===== config.mk =====
export PLATFORM = sky130hd
export DESIGN_NAME = chess_sprite_ctrl_flat
export DESIGN_NICKNAME = d
export VERILOG_FILES = /design/src/rtl/chess_sprite_ctrl_if.sv /design/src/rtl/chess_sprite_ctrl.sv /design/src/flat_wrapper.sv
export SDC_FILE = /design/constraint.sdc
export NUM_CORES = 1
export LEC_CHECK = 0
export BUFFER_PORTS_ARGS = -buffer_cell sky130_fd_sc_hd__buf_2
export CORE_AREA = 2 2 206 228
export DETAILED_ROUTE_END_ITERATION = 8
export DIE_AREA = 0 0 208 230
export PLACE_DENSITY_LB_ADDON = 0.25
export SETUP_SLACK_MARGIN = 0.4
export SYNTH_ARGS = -nofsm -noshare
export SYNTH_HDL_FRONTEND = slang
export SYNTH_SLANG_ARGS = --single-unit
export TNS_END_PERCENT = 10

===== constraint.sdc =====
create_clock -name vga_clk -period 25 [get_ports vga_clk]
set_input_delay 3.75 -clock vga_clk [delete_from_list [all_inputs] [get_ports vga_clk]]
set_output_delay 3.75 -clock vga_clk [all_outputs]
set_load 0.05 [all_outputs]

===== src/rtl/chess_sprite_ctrl_if.sv =====
// Board-update handshake between game logic (master) and the sprite
// controller (slave). wr_req is a level held until wr_ack pulses.
interface chess_sprite_ctrl_if;
  logic       wr_req;
  logic [5:0] wr_square;   // {row[2:0], col[2:0]}, row 0 top, col 0 left
  logic [3:0] wr_piece;
  logic       wr_ack;

  modport master (output wr_req, output wr_square, output wr_piece, input wr_ack);
  modport slave  (input wr_req, input wr_square, input wr_piece, output wr_ack);
endinterface


===== src/rtl/chess_sprite_ctrl.sv =====
// chess_sprite_ctrl: maps VGA pixels to board squares, looks up the piece in
// an internal 8x8 board store and issues sprite ROM address / flags through a
// fixed pipeline (inputs registered, square decode, board read + outputs).
// Board updates are accepted only while the registered DrawY is in vertical
// blanking, so a displayed frame never tears.
// Optional feature macro: BOARD_FLIP_EN (adds the flip port; orientation is
// latched once per frame at the start of vertical blanking).
module chess_sprite_ctrl #(
  parameter int SPRITE_DIM = 60,
  parameter int BOARD_X0   = 80,
  parameter int BOARD_Y0   = 0,
  parameter int V_ACTIVE   = 480
) (
  input  logic        vga_clk,
  input  logic        reset,
  input  logic [9:0]  DrawX,
  input  logic [9:0]  DrawY,
  input  logic        blank,
`ifdef BOARD_FLIP_EN
  input  logic        flip,
`endif
  chess_sprite_ctrl_if.slave wr,
  output logic [15:0] rom_address,
  output logic [3:0]  piece_id,
  output logic        in_board,
  output logic        square_light,
  output logic        pix_valid
);

  localparam int         BOARD_W = 8 * SPRITE_DIM;
  localparam logic [9:0] X_LO    = 10'(BOARD_X0);
  localparam logic [9:0] X_HI    = 10'(BOARD_X0 + BOARD_W);
  localparam logic [9:0] Y_LO    = 10'(BOARD_Y0);
  localparam logic [9:0] Y_HI    = 10'(BOARD_Y0 + BOARD_W);
  localparam logic [9:0] V_ACT   = 10'(V_ACTIVE);

  // Constant multiply as a sum of shifted copies of x, one per set bit of k.
  function automatic logic [15:0] mul_const(input logic [15:0] x, input logic [15:0] k);
    logic [15:0] acc;
    acc = '0;
    for (int b = 0; b < 16; b++)
      if (k[b]) acc = acc + (x << b);
    return acc;
  endfunction

  // Standard chess start position, indexed by {row, col}.
  function automatic logic [3:0] start_piece(input logic [5:0] sq);
    logic [3:0] back;
    case (sq[2:0])
      3'd0, 3'd7: back = 4'd10;
      3'd1, 3'd6: back = 4'd8;
      3'd2, 3'd5: back = 4'd9;
      3'd3:       back = 4'd11;
      default:    back = 4'd12;
    endcase
    case (sq[5:3])
      3'd0:    return back;
      3'd1:    return 4'd7;
      3'd6:    return 4'd1;
      3'd7:    return back - 4'd6;
      default: return 4'd0;
    endcase
  endfunction

  typedef enum logic {S_IDLE, S_ACK} wr_state_t;

  wr_state_t  wr_state;
  logic [3:0] board [64];

  logic [9:0] x_p0, y_p0;
  logic       vld_p0;
  logic [2:0] col_p1, row_p1;
  logic [5:0] lx_p1, ly_p1;
  logic       inb_p1, vld_p1;

  // ---- stage 0: register pixel coordinate and blank ----
  // y_p0 is reset because it gates the write scheduler.
  always_ff @(posedge vga_clk or posedge reset) begin
    if (reset) begin
      y_p0   <= '0;
      vld_p0 <= 1'b0;
    end else begin
      y_p0   <= DrawY;
      vld_p0 <= blank;
    end
  end

  // X coordinate is pure data and needs no reset.
  always_ff @(posedge vga_clk) begin
    x_p0 <= DrawX;
  end

  // ---- stage 1: square decode by comparator chain, local offsets ----
  logic [9:0]  rx, ry;
  logic [2:0]  col_s1, row_s1;
  logic [15:0] lx_full, ly_full;
  logic        inb_s1;

  // Column/row are the count of square boundaries the offset has passed.
  always_comb begin
    rx     = x_p0 - X_LO;
    ry     = y_p0 - Y_LO;
    col_s1 = '0;
    row_s1 = '0;
    for (int k = 1; k < 8; k++) begin
      if (rx >= 10'(k * SPRITE_DIM)) col_s1 = 3'(k);
      if (ry >= 10'(k * SPRITE_DIM)) row_s1 = 3'(k);
    end
    lx_full = 16'(rx) - mul_const(16'(col_s1), 16'(SPRITE_DIM));
    ly_full = 16'(ry) - mul_const(16'(row_s1), 16'(SPRITE_DIM));
    inb_s1  = (x_p0 >= X_LO) && (x_p0 < X_HI) && (y_p0 >= Y_LO) && (y_p0 < Y_HI);
  end

  // Stage 1 flags carry reset; decoded square data does not.
  always_ff @(posedge vga_clk or posedge reset) begin
    if (reset) begin
      inb_p1 <= 1'b0;
      vld_p1 <= 1'b0;
    end else begin
      inb_p1 <= inb_s1;
      vld_p1 <= vld_p0;
    end
  end

  // Stage 1 data registers.
  always_ff @(posedge vga_clk) begin
    col_p1 <= col_s1;
    row_p1 <= row_s1;
    lx_p1  <= lx_full[5:0];
    ly_p1  <= ly_full[5:0];
  end

  // ---- stage 2: board read and output registers ----
  logic [5:0] rd_sq;
  logic [3:0] piece_rd;
  logic       piece_ok;

`ifdef BOARD_FLIP_EN
  logic flip_q, flip_done;

  // Latch orientation once, on the first blanking line of each frame.
  always_ff @(posedge vga_clk or posedge reset) begin
    if (reset) begin
      flip_q    <= 1'b0;
      flip_done <= 1'b0;
    end else if (y_p0 == V_ACT) begin
      if (!flip_done) flip_q <= flip;
      flip_done <= 1'b1;
    end else begin
      flip_done <= 1'b0;
    end
  end

  // 7-row / 7-col on 3 bits is bitwise inversion.
  assign rd_sq = flip_q ? {~row_p1, ~col_p1} : {row_p1, col_p1};
`else
  assign rd_sq = {row_p1, col_p1};
`endif

  assign piece_rd = board[rd_sq];
  assign piece_ok = inb_p1 && (piece_rd >= 4'd1) && (piece_rd <= 4'd12);

  // Output register: ROM address and flags, all zero off-board.
  always_ff @(posedge vga_clk or posedge reset) begin
    if (reset) begin
      rom_address  <= '0;
      piece_id     <= '0;
      in_board     <= 1'b0;
      square_light <= 1'b0;
      pix_valid    <= 1'b0;
    end else begin
      rom_address  <= piece_ok ? (mul_const(16'(piece_rd - 4'd1), 16'(SPRITE_DIM * SPRITE_DIM))
                                  + mul_const(16'(ly_p1), 16'(SPRITE_DIM)) + 16'(lx_p1))
                               : 16'd0;
      piece_id     <= piece_ok ? piece_rd : 4'd0;
      in_board     <= inb_p1;
      square_light <= inb_p1 & ~(row_p1[0] ^ col_p1[0]);
      pix_valid    <= vld_p1;
    end
  end

  // Write scheduler and board store: one write per accept, only in blanking.
  always_ff @(posedge vga_clk or posedge reset) begin
    if (reset) begin
      wr_state  <= S_IDLE;
      wr.wr_ack <= 1'b0;
      for (int i = 0; i < 64; i++) board[i] <= start_piece(6'(i));
    end else begin
      case (wr_state)
        S_IDLE: begin
          if (wr.wr_req && (y_p0 >= V_ACT) && !wr.wr_ack) begin
            board[wr.wr_square] <= wr.wr_piece;
            wr.wr_ack           <= 1'b1;
            wr_state            <= S_ACK;
          end
        end
        default: begin
          wr.wr_ack <= 1'b0;
          wr_state  <= S_IDLE;
        end
      endcase
    end
  end

endmodule


===== src/flat_wrapper.sv =====
// flat-port wrapper written by rule: the top's interface ports become plain ports
module chess_sprite_ctrl_flat 
#(
  parameter int SPRITE_DIM = 60,
  parameter int BOARD_X0   = 80,
  parameter int BOARD_Y0   = 0,
  parameter int V_ACTIVE   = 480
)
  (vga_clk, reset, DrawX, DrawY, blank, rom_address, piece_id, in_board, square_light, pix_valid, wr_wr_req, wr_wr_square, wr_wr_piece, wr_wr_ack);
  chess_sprite_ctrl_if wr_i ();
  input  logic vga_clk;
  input  logic reset;
  input  logic [9:0] DrawX;
  input  logic [9:0] DrawY;
  input  logic blank;
  output logic [15:0] rom_address;
  output logic [3:0] piece_id;
  output logic in_board;
  output logic square_light;
  output logic pix_valid;
  input wire logic [$bits(wr_i.wr_req)-1:0] wr_wr_req;
  input wire logic [$bits(wr_i.wr_square)-1:0] wr_wr_square;
  input wire logic [$bits(wr_i.wr_piece)-1:0] wr_wr_piece;
  output wire logic [$bits(wr_i.wr_ack)-1:0] wr_wr_ack;
  assign wr_i.wr_req = wr_wr_req;
  assign wr_i.wr_square = wr_wr_square;
  assign wr_i.wr_piece = wr_wr_piece;
  assign wr_wr_ack = wr_i.wr_ack;
  chess_sprite_ctrl #(.SPRITE_DIM(SPRITE_DIM), .BOARD_X0(BOARD_X0), .BOARD_Y0(BOARD_Y0), .V_ACTIVE(V_ACTIVE)) u_core (.vga_clk(vga_clk), .reset(reset), .DrawX(DrawX), .DrawY(DrawY), .blank(blank), .wr(wr_i), .rom_address(rom_address), .piece_id(piece_id), .in_board(in_board), .square_light(square_light), .pix_valid(pix_valid));
endmodule

; ---- Word-level counts from Yosys, hierarchy flattened
; Cells that the tools add are included.
[totals]
regBits = 322
in_bits = 34
output_inout_bits = 24
elab_cells = 165
[classes]
n_addsub = 18
magnitude_cmp = 24
mux = 26
n_bitwise = 6
n_reduce_logical = 11
[ops]
columns = operator, count
row1 = 256-bit bitwise mux, 1
row2 = 10-bit by 9-bit >= comparator with 1-bit output (second input constant), 7
row3 = 16-bit adder, 4
row4 = 10-bit by 8-bit >= comparator with 1-bit output (second input constant), 4
row5 = 3-bit 2-to-1 mux, 12
row6 = 10-bit by 7-bit >= comparator with 1-bit output (second input constant), 3
row7 = 6-bit adder, 4
row8 = 4-bit binary-select mux with 6-bit select, 1
row9 = 4-bit demux with 6-bit select, 1
row10 = 10-bit by 6-bit >= comparator with 1-bit output (second input constant), 2
row11 = 16-bit by 10-bit adder with 16-bit output, 1
row12 = 16-bit by 11-bit adder with 16-bit output, 1
row13 = 16-bit by 6-bit adder with 16-bit output, 1
row14 = 16-bit 2-to-1 mux, 1
row15 = 4-bit 2-to-1 mux, 4
row16 = 7-bit >= comparator (second input constant), 2
row17 = 6-bit inverter with 7-bit output, 2
row18 = 5-bit by 6-bit adder with 6-bit output, 2
row19 = 6-bit subtractor, 2
row20 = 8-bit by 9-bit adder with 10-bit output, 1
row21 = 10-bit by 1-bit >= comparator with 1-bit output (second input constant), 1
row22 = 10-bit < comparator (second input constant), 1
row23 = 10-bit by 9-bit < comparator with 1-bit output (second input constant), 1
row24 = 10-bit by 7-bit subtractor with 10-bit output (second input constant), 1
row25 = other kinds (12), 25

; ---- Depth between registers and ports, before layout
[depth]
word_depth = 13
depth_mapped = 25
depth_no_buf = 22

; ---- Worst setup path before layout
; No wires, ideal clock.
[synth_path]
path_kind = register to register
from = register u_core.col_p1[0]
to = register u_core.rom_address[15]
setup_ns = 0.086
t_arrival_ns = 6.039
required_time_ns = 24.914
path_slack_ns = 18.875
path_stages_with_launch = 26
path_buffers = 3
period_less_slack_ns = 6.125
path_cell_list = dfxtp_1 buf_6 buf_6 buf_4 mux4_2 mux2i_1 nand3b_1 nand3_1 o21a_1 ha_1 inv_1 fa_1 fa_1 inv_1 fa_1 inv_1 ha_1 fa_1 a21o_1 a21oi_1 o21bai_1 a21oi_1 o21ai_0 and4_1 or3_1 nor3_1
[synth_between]
elab_chain_len = 11
elab_cells_between_ends = 15
[synth_rtl]
columns = item, line_no
row1 = start: declaration, chess_sprite_ctrl.sv:72  ; logic [2:0] col_p1, row_p1;
row2 = start signal: assignment, chess_sprite_ctrl.sv:127  ; col_p1 <= col_s1;
row3 = 6-bit inverter with 7-bit output (implied by the code) (*), chess_sprite_ctrl.sv:160  ; assign piece_rd = board[rd_sq];
row4 = 4-bit binary-select mux with 6-bit select (*), chess_sprite_ctrl.sv:160
row5 = 4-bit 2-to-1 mux (implied by the code) (*) (2 in a row), chess_sprite_ctrl.sv:160
row6 = 4-bit by 1-bit subtractor with 5-bit output, chess_sprite_ctrl.sv:172  ; rom_address <= piece_ok ? (mul_const(16'(piece_rd - 4'd1), 16'(SPRITE_DIM * SPRITE_DIM))
row7 = 16-bit adder (3 in a row), chess_sprite_ctrl.sv:42  ; if (k[b]) acc = acc + (x << b);
row8 = 16-bit adder, chess_sprite_ctrl.sv:173  ; + mul_const(16'(ly_p1), 16'(SPRITE_DIM)) + 16'(lx_p1))
row9 = 16-bit by 6-bit adder with 16-bit output, chess_sprite_ctrl.sv:173
row10 = 16-bit 2-to-1 mux (*), chess_sprite_ctrl.sv:172
row11 = end signal: assignment, chess_sprite_ctrl.sv:172
row12 = end: declaration, chess_sprite_ctrl.sv:23  ; output logic [15:0] rom_address,
; Every way passes the cells marked *; elsewhere a longest branch is shown, timed or not. The select of a mux whose other input is x is not followed.
; A chain may end at the register's enable or synchronous reset.

; ---- Worst setup path after layout
; Same ends and word-level chain as after synthesis.

==> flow_metrics.py <==
metrics = {
    "sta": {
        "maxSlewHeadroom": 0.183,
        "max_freq_ghz": 0.136,
        "rsz0062_at_grt": "false",
        "worst_slew_pin_slew_ps": 1230,
        "min_period_over_period": 0.293,
        "whs_ps": 347,
        "skew_ps": 16.0,
        "finalWorstPathRequiredPeriod_ps": 7340,
        "drv_slew": 0,
        "setup_viol": 0,
        "tns_ps": 0,
        "hold_viol": 0,
    },
    "logic_synthesis": {
        "synthTopCellsByArea": "dfrtp_1, mux2_2, mux4_2",
        "synthDistinctLibCells": 67,
        "async_reset_ff_frac": 0.913,
        "synth_largest_area_cell": "dfrtp_1",
        "yosys_warnings": 0,
        "ys_seq_elements": 322,
        "avgSynthCellArea_sq_um": 13.7,
        "synth_cells": 1187,
        "synth_top_flop_cell": "dfrtp_1",
        "synth_top_area_frac": 0.363,
        "synthesis.area_sq_um": 16200,
        "synthesis.nets": 1297,
        "synth_edf_count": 0,
        "ys_seq_area_frac": 0.493,
    },
    "power": {
        "p_int_uw": 1230,
        "power_density_nw_per_um2": 103,
        "leakagePower_uw": 0.00837,
        "p_comb_frac": 0.407,
        "power_frac_clock": 0.276,
        "p_sw_frac": 0.343,
        "switchingPower_uw": 639,
        "ir_drop_mv": 0.111,
        "seq_power_share": 0.317,
    },
    "worst_setup_path": {
        "crit_family": "adder cells",
        "critPathCaptureType": "flip-flop",
        "crit_fanout": 35,
        "critPathMostFrequentCell": "fa_1",
        "crit_chain": "buf_4 -> mux4_2 -> mux2_2 -> nand3b_1 -> and4_1 -> a21o_1 -> ha_1 -> inv_1 -> fa_1 -> fa_1 -> inv_1 -> fa_1 -> inv_1 -> ha_1 -> fa_1 -> a21o_1 -> a21oi_1 -> o21bai_1 -> a21oi_1 -> o21ai_0 -> and4_1 -> or3_1 -> nor3_1",
        "worstPathArrival_ps": 7760,
        "critPathKind": "flip-flop to flip-flop",
        "max_stage_delay_ps": 730,
        "worst_path_max_delay_cell": "dfxtp_4",
        "worst_setup_path_start_kind": "flip-flop",
        "critPathRequiredTime_ps": 25430,
        "timing.critical_path.buf_inv": 4,
    },
    "detailed_routing": {
        "wl_per_cell_microns": 19.8,
        "drc": 0,
        "routed_via_density": 5.20,
        "wl_mm": 36.4,
        "first_iter_violations": 448,
        "firstDrtPassIters": 4,
        "vias": 9574,
        "antenna_left": 0,
    },
    "global_route": {
        "grt_pass1_vias": 10297,
        "track_usage": 0.157,
        "grt_max_degree": 95,
        "grt-ovfl-total": 0,
        "grt_pass1_wl_mm": 59.1,
        "antenna_found_initial": 2,
    },
    "clock_network": {
        "post-cts-setup-buffers": 0,
        "cts.path.max_buffers": 3,
        "cts_hold_buf": 0,
        "htreeDepth": 2,
        "root_buffer": "clkbuf_16",
        "cts.sinks": 322,
        "clock_latency_ps": 530,
        "cts_resized": 0,
        "cts.clk_slew.worst_paths_ps": 60,
        "numCtsBuffers": 36,
        "cts_tree": "done",
    },
    "floorplanning": {
        "die_h_microns": 230,
        "fp.dieW_microns": 208,
        "ios": 58,
        "core_area_sq_um": 45300,
        "rows": 82,
        "initial_core_util": 0.357,
        "dieArea_sq_um": 47800,
    },
    "layout": {
        "multi_input_area_sq_um": 7720,
        "final_common_cell": "mux2_2",
        "final_cell_mix": "mux2_2, dfrtp_1, nor2_1",
        "nets": 1335,
        "drive_above_1_share": 0.420,
        "area_delta_synth_final_pct": 12.2,
        "fill_cells": 4288,
        "seqCellArea_sq_um": 8000,
        "design_area_sq_um": 18200,
    },
    "placed_design": {
        "hpwlAfterDp_mm": 24.2,
        "placed_area_sq_um": 17000,
        "gp_congestion": 0.786,
        "port_buffers": 57,
    },
    "min_path": {
        "holdCritPathClass": "flip-flop to flip-flop",
    },
    "job": {
        "cap_violations": 0,
    },
    "outcome": {
        "status": "complete, no violations",
    },
}
## path summary, 6_finish.rpt
kind,from,end,slack [ps],cells past startpoint
setup / recovery,u_core.col_p1[0],u_core.rom_address[15],17660,23
hold / removal,u_core.vld_p0,u_core.vld_p1,350,0
setup reg to reg,u_core.col_p1[0],u_core.rom_address[15],17660,23
hold reg to reg,u_core.vld_p0,u_core.vld_p1,350,0
max in group asynchronous,reset,u_core.board[136],19510,4
min in group asynchronous,reset,u_core.piece_id[2],3340,2
## registers in the layout (all words and copies together) (netlist names)
register             flops
u_core.vld_p0            1
u_core.in_board          1
u_core.vld_p1            1
u_core.y_p0             10
u_core.row_p1            3
u_core.rom_address      16
u_core.wr_state          1
u_core.pix_valid         1
u_core.piece_id          4
u_core.board           256
u_core.wr.wr_ack         1
u_core.square_light      1
u_core.inb_p1            1
u_core.x_p0             10
u_core.lx_p1             6
u_core.ly_p1             6
u_core.col_p1            3
## power groups by stage
stage / sequential [uW] / combinational [uW] / clock (uW)
2_1_floorplan: 605 / 617 / 0
3_3_place_gp: 601 / 756 / 0
3_5_place_dp: 601 / 768 / 0
4_1_cts: 592 / 773 / 531
5_1_grt: 597 / 867 / 554
6_report: 591 / 759 / 515
## layer usage
metal  track usage  share of wire
met5             0              0
met4        0.0627          0.034
met3        0.0250          0.042
met2         0.260           0.49
met1         0.205           0.44
## worst register-to-register path, stage by stage (launching register included)
cell and delay [ps]:
dfxtp_4 730, buf_4 700, mux4_2 600, mux2_2 270, nand3b_1 80, and4_1 270
a21o_1 290, ha_1 300, inv_1 130, fa_1 450, fa_1 510, inv_1 50
fa_1 500, inv_1 40, ha_1 220, fa_1 470, a21o_1 180, a21oi_1 210
o21bai_1 90, a21oi_1 210, o21ai_0 230, and4_1 250, or3_1 360, nor3_1 140
## cells in the mapped netlist, drive strengths merged, types with 4 or more instances
cell type / number
a21o: 10
a21oi: 18
a31oi: 5
buf: 25
clkbuf: 42
dfrtp: 235
dfstp: 59
dfxtp: 28
fa: 21
ha: 55
inv: 51
mux2: 260
mux2i: 11
mux4: 69
nand2: 23
nand2b: 7
nand3: 11
nand3b: 14
nand4: 4
nor2: 85
nor2b: 4
nor3: 16
nor3b: 7
nor4: 4
o21a: 4
o21ai: 14
o21bai: 4
o22ai: 11
o31ai: 4
or3: 4
or3b: 6
xnor2: 24
xor2: 15
## through the flow
stage               utilization  total power, uW  std cells  worst slack (ps)
global route              0.401             2020       1840             17080
finish                    0.401             1860       1840             17660
floorplan                     -             1220       1187             13230
detailed placement        0.375             1370       1775             17560
global placement          0.375             1360       1775             17620
CTS                       0.401             1900       1838             17550
## cells by family (layout without fill, tap and decap cells)
group	Yosys count	after routing	synth area share
AO/OA/AOI/OAI	91	91	0.0393
buffers and inverters	118	181	0.0304
adder cells (fa/ha/maj)	78	78	0.0697
other	0	2	0
AND/OR/NAND/NOR	199	199	0.0625
flip-flops	322	322	0.493
XOR/XNOR	39	39	0.0215
multiplexers	340	340	0.283
## cell type report
cell class	count	area share
Clock buffer	57	0.0601
Inverter	51	0.0109
Timing Repair Buffer	67	0.0198
Sequential cell	322	0.440
Clock inverter	6	0.00344
Tap cell	588	0.0405
Antenna cell	2	0.000275
Multi-Input combinational cell	747	0.425
No activity file was read; power rests on OpenSTA's default activity.
